### src/rtl/fir_reload_filter.sv
// Single-MAC time-multiplexed FIR with a shadow/active coefficient bank pair.
// One result per accepted sample; coefficient swaps happen only while idle.
module fir_reload_filter #(
   parameter int unsigned NUM_TAPS  = 23,
   parameter int unsigned DATA_W    = 24,
   parameter int unsigned COEF_W    = 16,
   parameter int unsigned ACC_W     = 48,
   parameter int unsigned OUT_SHIFT = 15
) (
   input  logic              clk,
   input  logic              rst,
   input  logic              nd,
   input  logic [DATA_W-1:0] din,
   output logic              rfd,
   output logic              rdy,
   output logic [DATA_W-1:0] dout,
   input  logic              coef_ld,
   input  logic              coef_we,
   input  logic [COEF_W-1:0] coef_din
);

   localparam int unsigned CNT_W  = $clog2(NUM_TAPS + 1);
   localparam int unsigned PROD_W = DATA_W + COEF_W;

   typedef enum logic {IDLE, MAC} state_t;

   state_t state, next_state;
   logic [CNT_W-1:0]         cnt;
   logic [CNT_W-1:0]         tap_idx;
   logic [CNT_W-1:0]         wr_ptr;
   logic                     swap_pend;
   logic                     accept, mac_en, done;
   logic signed [DATA_W-1:0] dline    [NUM_TAPS];
   logic signed [COEF_W-1:0] active_h [NUM_TAPS];
   logic signed [COEF_W-1:0] shadow_h [NUM_TAPS];
   logic signed [ACC_W-1:0]  acc;
   logic signed [ACC_W-1:0]  shifted;
   logic signed [PROD_W-1:0] prod;
   logic [DATA_W-1:0]        sat_val;

   always_ff @(posedge clk or posedge rst) begin
      if (rst) state <= IDLE;
      else     state <= next_state;
   end

   // cnt == NUM_TAPS is the final cycle that writes the result
   always_comb begin
      next_state = state;
      case (state)
         IDLE:    if (nd) next_state = MAC;
         MAC:     if (cnt == CNT_W'(NUM_TAPS)) next_state = IDLE;
         default: next_state = IDLE;
      endcase
   end

   always_comb begin
      accept = 1'b0;
      mac_en = 1'b0;
      done   = 1'b0;
      case (state)
         IDLE: accept = nd;
         MAC: begin
            if (cnt == CNT_W'(NUM_TAPS)) done   = 1'b1;
            else                         mac_en = 1'b1;
         end
         default: ;
      endcase
   end

   assign tap_idx = (cnt < CNT_W'(NUM_TAPS)) ? cnt : '0;
   assign prod    = PROD_W'(dline[tap_idx]) * PROD_W'(active_h[tap_idx]);
   assign shifted = acc >>> OUT_SHIFT;

   // Clamp when the bits above the output sign bit are not a pure sign extension
   always_comb begin
      if ((&shifted[ACC_W-1:DATA_W-1]) || !(|shifted[ACC_W-1:DATA_W-1]))
         sat_val = shifted[DATA_W-1:0];
      else if (shifted[ACC_W-1])
         sat_val = {1'b1, {(DATA_W-1){1'b0}}};
      else
         sat_val = {1'b0, {(DATA_W-1){1'b1}}};
   end

   always_ff @(posedge clk or posedge rst) begin
      if (rst) begin
         cnt  <= '0;
         acc  <= '0;
         rfd  <= 1'b1;
         rdy  <= 1'b0;
         dout <= '0;
         for (int i = 0; i < NUM_TAPS; i++) dline[i] <= '0;
      end else begin
         rdy <= done;
         rfd <= (next_state == IDLE);
         if (accept) begin
            for (int i = NUM_TAPS - 1; i > 0; i--) dline[i] <= dline[i-1];
            dline[0] <= din;
            cnt      <= '0;
            acc      <= '0;
         end
         if (mac_en) begin
            acc <= acc + ACC_W'(prod);
            cnt <= cnt + CNT_W'(1);
         end
         if (done) dout <= sat_val;
      end
   end

   // Shadow writes; a complete set is copied to the active bank once idle
   always_ff @(posedge clk or posedge rst) begin
      if (rst) begin
         wr_ptr    <= '0;
         swap_pend <= 1'b0;
         for (int i = 0; i < NUM_TAPS; i++) begin
            shadow_h[i] <= '0;
            active_h[i] <= '0;
         end
      end else begin
         if (coef_ld) begin
            wr_ptr    <= '0;
            swap_pend <= 1'b0;
         end else if (coef_we && (wr_ptr < CNT_W'(NUM_TAPS))) begin
            shadow_h[wr_ptr] <= coef_din;
            wr_ptr           <= wr_ptr + CNT_W'(1);
            if (wr_ptr == CNT_W'(NUM_TAPS - 1)) swap_pend <= 1'b1;
         end
         if ((state == IDLE) && swap_pend && !coef_ld) begin
            active_h  <= shadow_h;
            swap_pend <= 1'b0;
         end
      end
   end

endmodule

### config.mk
export PLATFORM = sky130hd
export DESIGN_NAME = fir_reload_filter
export DESIGN_NICKNAME = d
export VERILOG_FILES = /design/src/rtl/fir_reload_filter.sv
export SDC_FILE = /design/constraint.sdc
export NUM_CORES = 2
export LEC_CHECK = 0
export ABC_CLOCK_PERIOD_IN_PS = 59900
export CORE_MARGIN = 2
export CORE_UTILIZATION = 60
export DETAILED_ROUTE_END_ITERATION = 6
export PLACE_DENSITY = 0.76
export SYNTH_ARGS = -nofsm -noshare
export SYNTH_HDL_FRONTEND = slang
export SYNTH_SLANG_ARGS = --single-unit
### constraint.sdc
create_clock -name clk -period 59.9 [get_ports clk]
set_clock_uncertainty 0.05 [all_clocks]
set_input_delay 17.97 -clock clk [delete_from_list [all_inputs] [get_ports clk]]
set_output_delay 17.97 -clock clk [all_outputs]
set_load 0.02 [all_outputs]
==> metrics.md <==
| Metric | Value |
|---|---|
| Asr flop ratio synth | `100.0%` |
| Top_reg_cell synth | `dfrtp_1` |
| Die Wd | `357.3 µm` |
| Number of DRC markers in iteration 0 | `about 4.6k` |
| DRC viols | `12` |
| Share of post-route cells with drive strength above 1 | `between 10% and 20%` |
| Cell variety after synth | `67` |
| Clk_lat worst skew | `between 0.7 and 0.8 ns` |
| Most frequent cells in the layout | `1878 x nand2_1, 1372 x dfrtp_1, 736 x mux2_2` |
| Crit-path max FO | `175` |
| WL final | `173800 µm` |
| Initial Utilization | `between 60% and 70%` |
| Post-CTS setup buffers | `0` |
| Vias per inst | `5.916` |
| Nature of the critical path startpoint | `primary input` |
| Cell area after synthesis | `~75000 µm²` |
| Finish-stage setup viols | `0` |
| Setup TNS | `0 ns` |
| Die H | `357.3 µm` |
| Slew Viols, Final | `0` |
| Core area | `123800 µm²` |
| Ports | `a little over 70` |
| Wire per inst | `20.10 µm` |
| First-pass GRT wire length | `286100 µm` |
| Post-route ant nets | `0` |
| Number of global-route vias before repair | `52.99k` |
| Overall global routing resource usage | `28.12%` |
| Final min period | `21.58 ns` |
| Max Clock Freq | `46.33 MHz` |
| Hold Path Class | `reg2reg` |
| Fin crit share | `36.03%` |
| Relative slew slack | `~14%` |
| Outcome | `finished with violations` |
| Core Rows | `129` |
| WP data arrival | `22.33 ns` |
| Cells after DPL | `about 8.4k` |
| CTS tree | `yes` |
| Failing checks | `design-rule violations` |
| Placement Cell Area | `~77000 µm²` |
| Kind of critical path | `in2async` |
| IO buf count | `70` |
| CTS Buf Count | `145` |
| CP peak stage delay | `0.85 ns` |
| Final #Nets | `7528` |
| Data required, critical path | `60.65 ns` |
| Worst slew pin tran | `about 1.3 ns` |
| Root Driver | `clkbuf_16` |
| Final instance area | `slightly above 80000 µm²` |
| Die area | `approximately 130000 µm²` |
| Post-synth EDFFs | `0` |
| Largest net degree at the start of global routing | `242` |
| Crit path cell chain | `clkdlybuf4s50_1 -> inv_8 -> buf_12 -> buf_4 -> buf_4 -> buf_12` |
| Non-Filler Instances | `8650` |
| DP HPWL | `roughly 110000 µm` |
| Post-synthesis sequential area ratio | `a little under half` |
| Htree depth | `4` |
| Syn Area/Cell | `10.67 µm²` |
| Num Clock Sinks | `1374` |
| Final GP Congestion | `0.8729` |
| Vias | `51.17k` |
| Max Cap Viol | `0` |
| Initial antenna violation count | `1` |
| Crit. End Element | `asynchronous set/reset pin` |
| YS warnings | `0` |
| CTS Buffer Depth | `3` |
| Post-CTS Hold Buffers | `0` |
| Hold Vio Cnt, Final | `0` |
| CTS resizes | `0` |
| First-pass DRT Iterations | `7` |
| Area grow syn2layout | `9.408%` |
| Congestion Overflow GR | `0` |
| Syn Nets | `roughly 7.6k` |
| Slowest CP cell | `buf_4` |
| Mapped Cells | `7015` |
| Hold_ws | `0.4110 ns` |
| Register bit total from synthesis | `between 1k and 1.5k` |
| Most common cell after layout, fill and taps aside | `nand2_1` |
| Worst-path clk slew | `0.06 ns` |
| RSZ-0062 raised after global routing | `false` |
==> worst max-delay path, delay by kind of cell <==
family	cells	cell delay, ns
buf+inv	6	4.01
==> sequential cells by signal (all words and copies together), names as in the netlist <==
name / count
dline: 552
active_h: 368
shadow_h: 368
acc: 48
dout: 24
cnt: 5
wr_ptr: 5
rdy: 1
rfd: 1
state: 1
swap_pend: 1
==> path summary, 6_finish.rpt <==
check | slack, ns | endpoint | cells past startpoint | start
worst min-delay path | 0.41 | dline[175] | 2 | dline[199]
max in group clk | 38.75 | dline[462] | 6 | nd
worst max register to register | 47.98 | acc[47] | 30 | cnt[2]
min in group asynchronous | 17.70 | shadow_h[251] | 2 | rst
worst max-delay path | 38.32 | dline[519] | 6 | rst
worst min register to register | 0.41 | dline[175] | 2 | dline[199]
==> cell type report <==
class                      instances  area (µm²)
inverter                         532        2004
clock buffer                     203        4292
fill                            9111       41870
tap                             1637        2048
antenna                            1       2.502
sequential                      1374       34390
multi-input combinational       4662       36820
timing repair buffer             182        1642
clock inverter                    59       732.0
==> layer usage <==
layer	global-route usage [%]	share of wire, %	vias to the layer above
met5	0	0	-
met4	7.950	2.4	0
met3	4.541	6.8	289
met2	44.53	48	1686
met1	40.69	43	26420
li1	-	-	22780
==> per-stage QoR <==
stage | util [%] | worst slack, ns
after floorplan | - | 3.142
after global placement | 62.12 | 37.39
after detailed placement | 62.12 | 37.32
after CTS | 66.18 | 38.14
after global routing | 66.18 | 37.59
final | 66.18 | 38.32
==> logic make-up after synthesis <==
group,Yosys count,synth area share [%]
flip-flops,1374,45.92
AND/OR/NAND/NOR,2610,14.19
buffers and inverters,979,5.096
adder cells (fa/ha/maj),586,14.31
AO/OA/AOI/OAI,569,5.480
multiplexers,851,14.46
XOR/XNOR,46,0.5380
==> synth_stat cells, drive strengths merged (39+ instances only) <==
master | n | area [µm²]
buf | 112 | 561.8
ha | 135 | 1689
mux2 | 736 | 8288
a22o | 39 | 341.6
inv | 531 | 1993
nor2 | 301 | 1130
or2 | 133 | 832.1
o21ai | 116 | 603.1
clkbuf | 335 | 1257
a21oi | 83 | 419.2
fa | 451 | 9029
nand2 | 1881 | 7061
a221oi | 202 | 1769
a31oi | 41 | 256.5
dfrtp | 1373 | 34360
nand3 | 55 | 275.3
mux4 | 111 | 2504
nor3 | 155 | 775.7
Power is not shown: default switching activity piles up to over one toggle a cycle in this logic, so the estimate is an artifact.
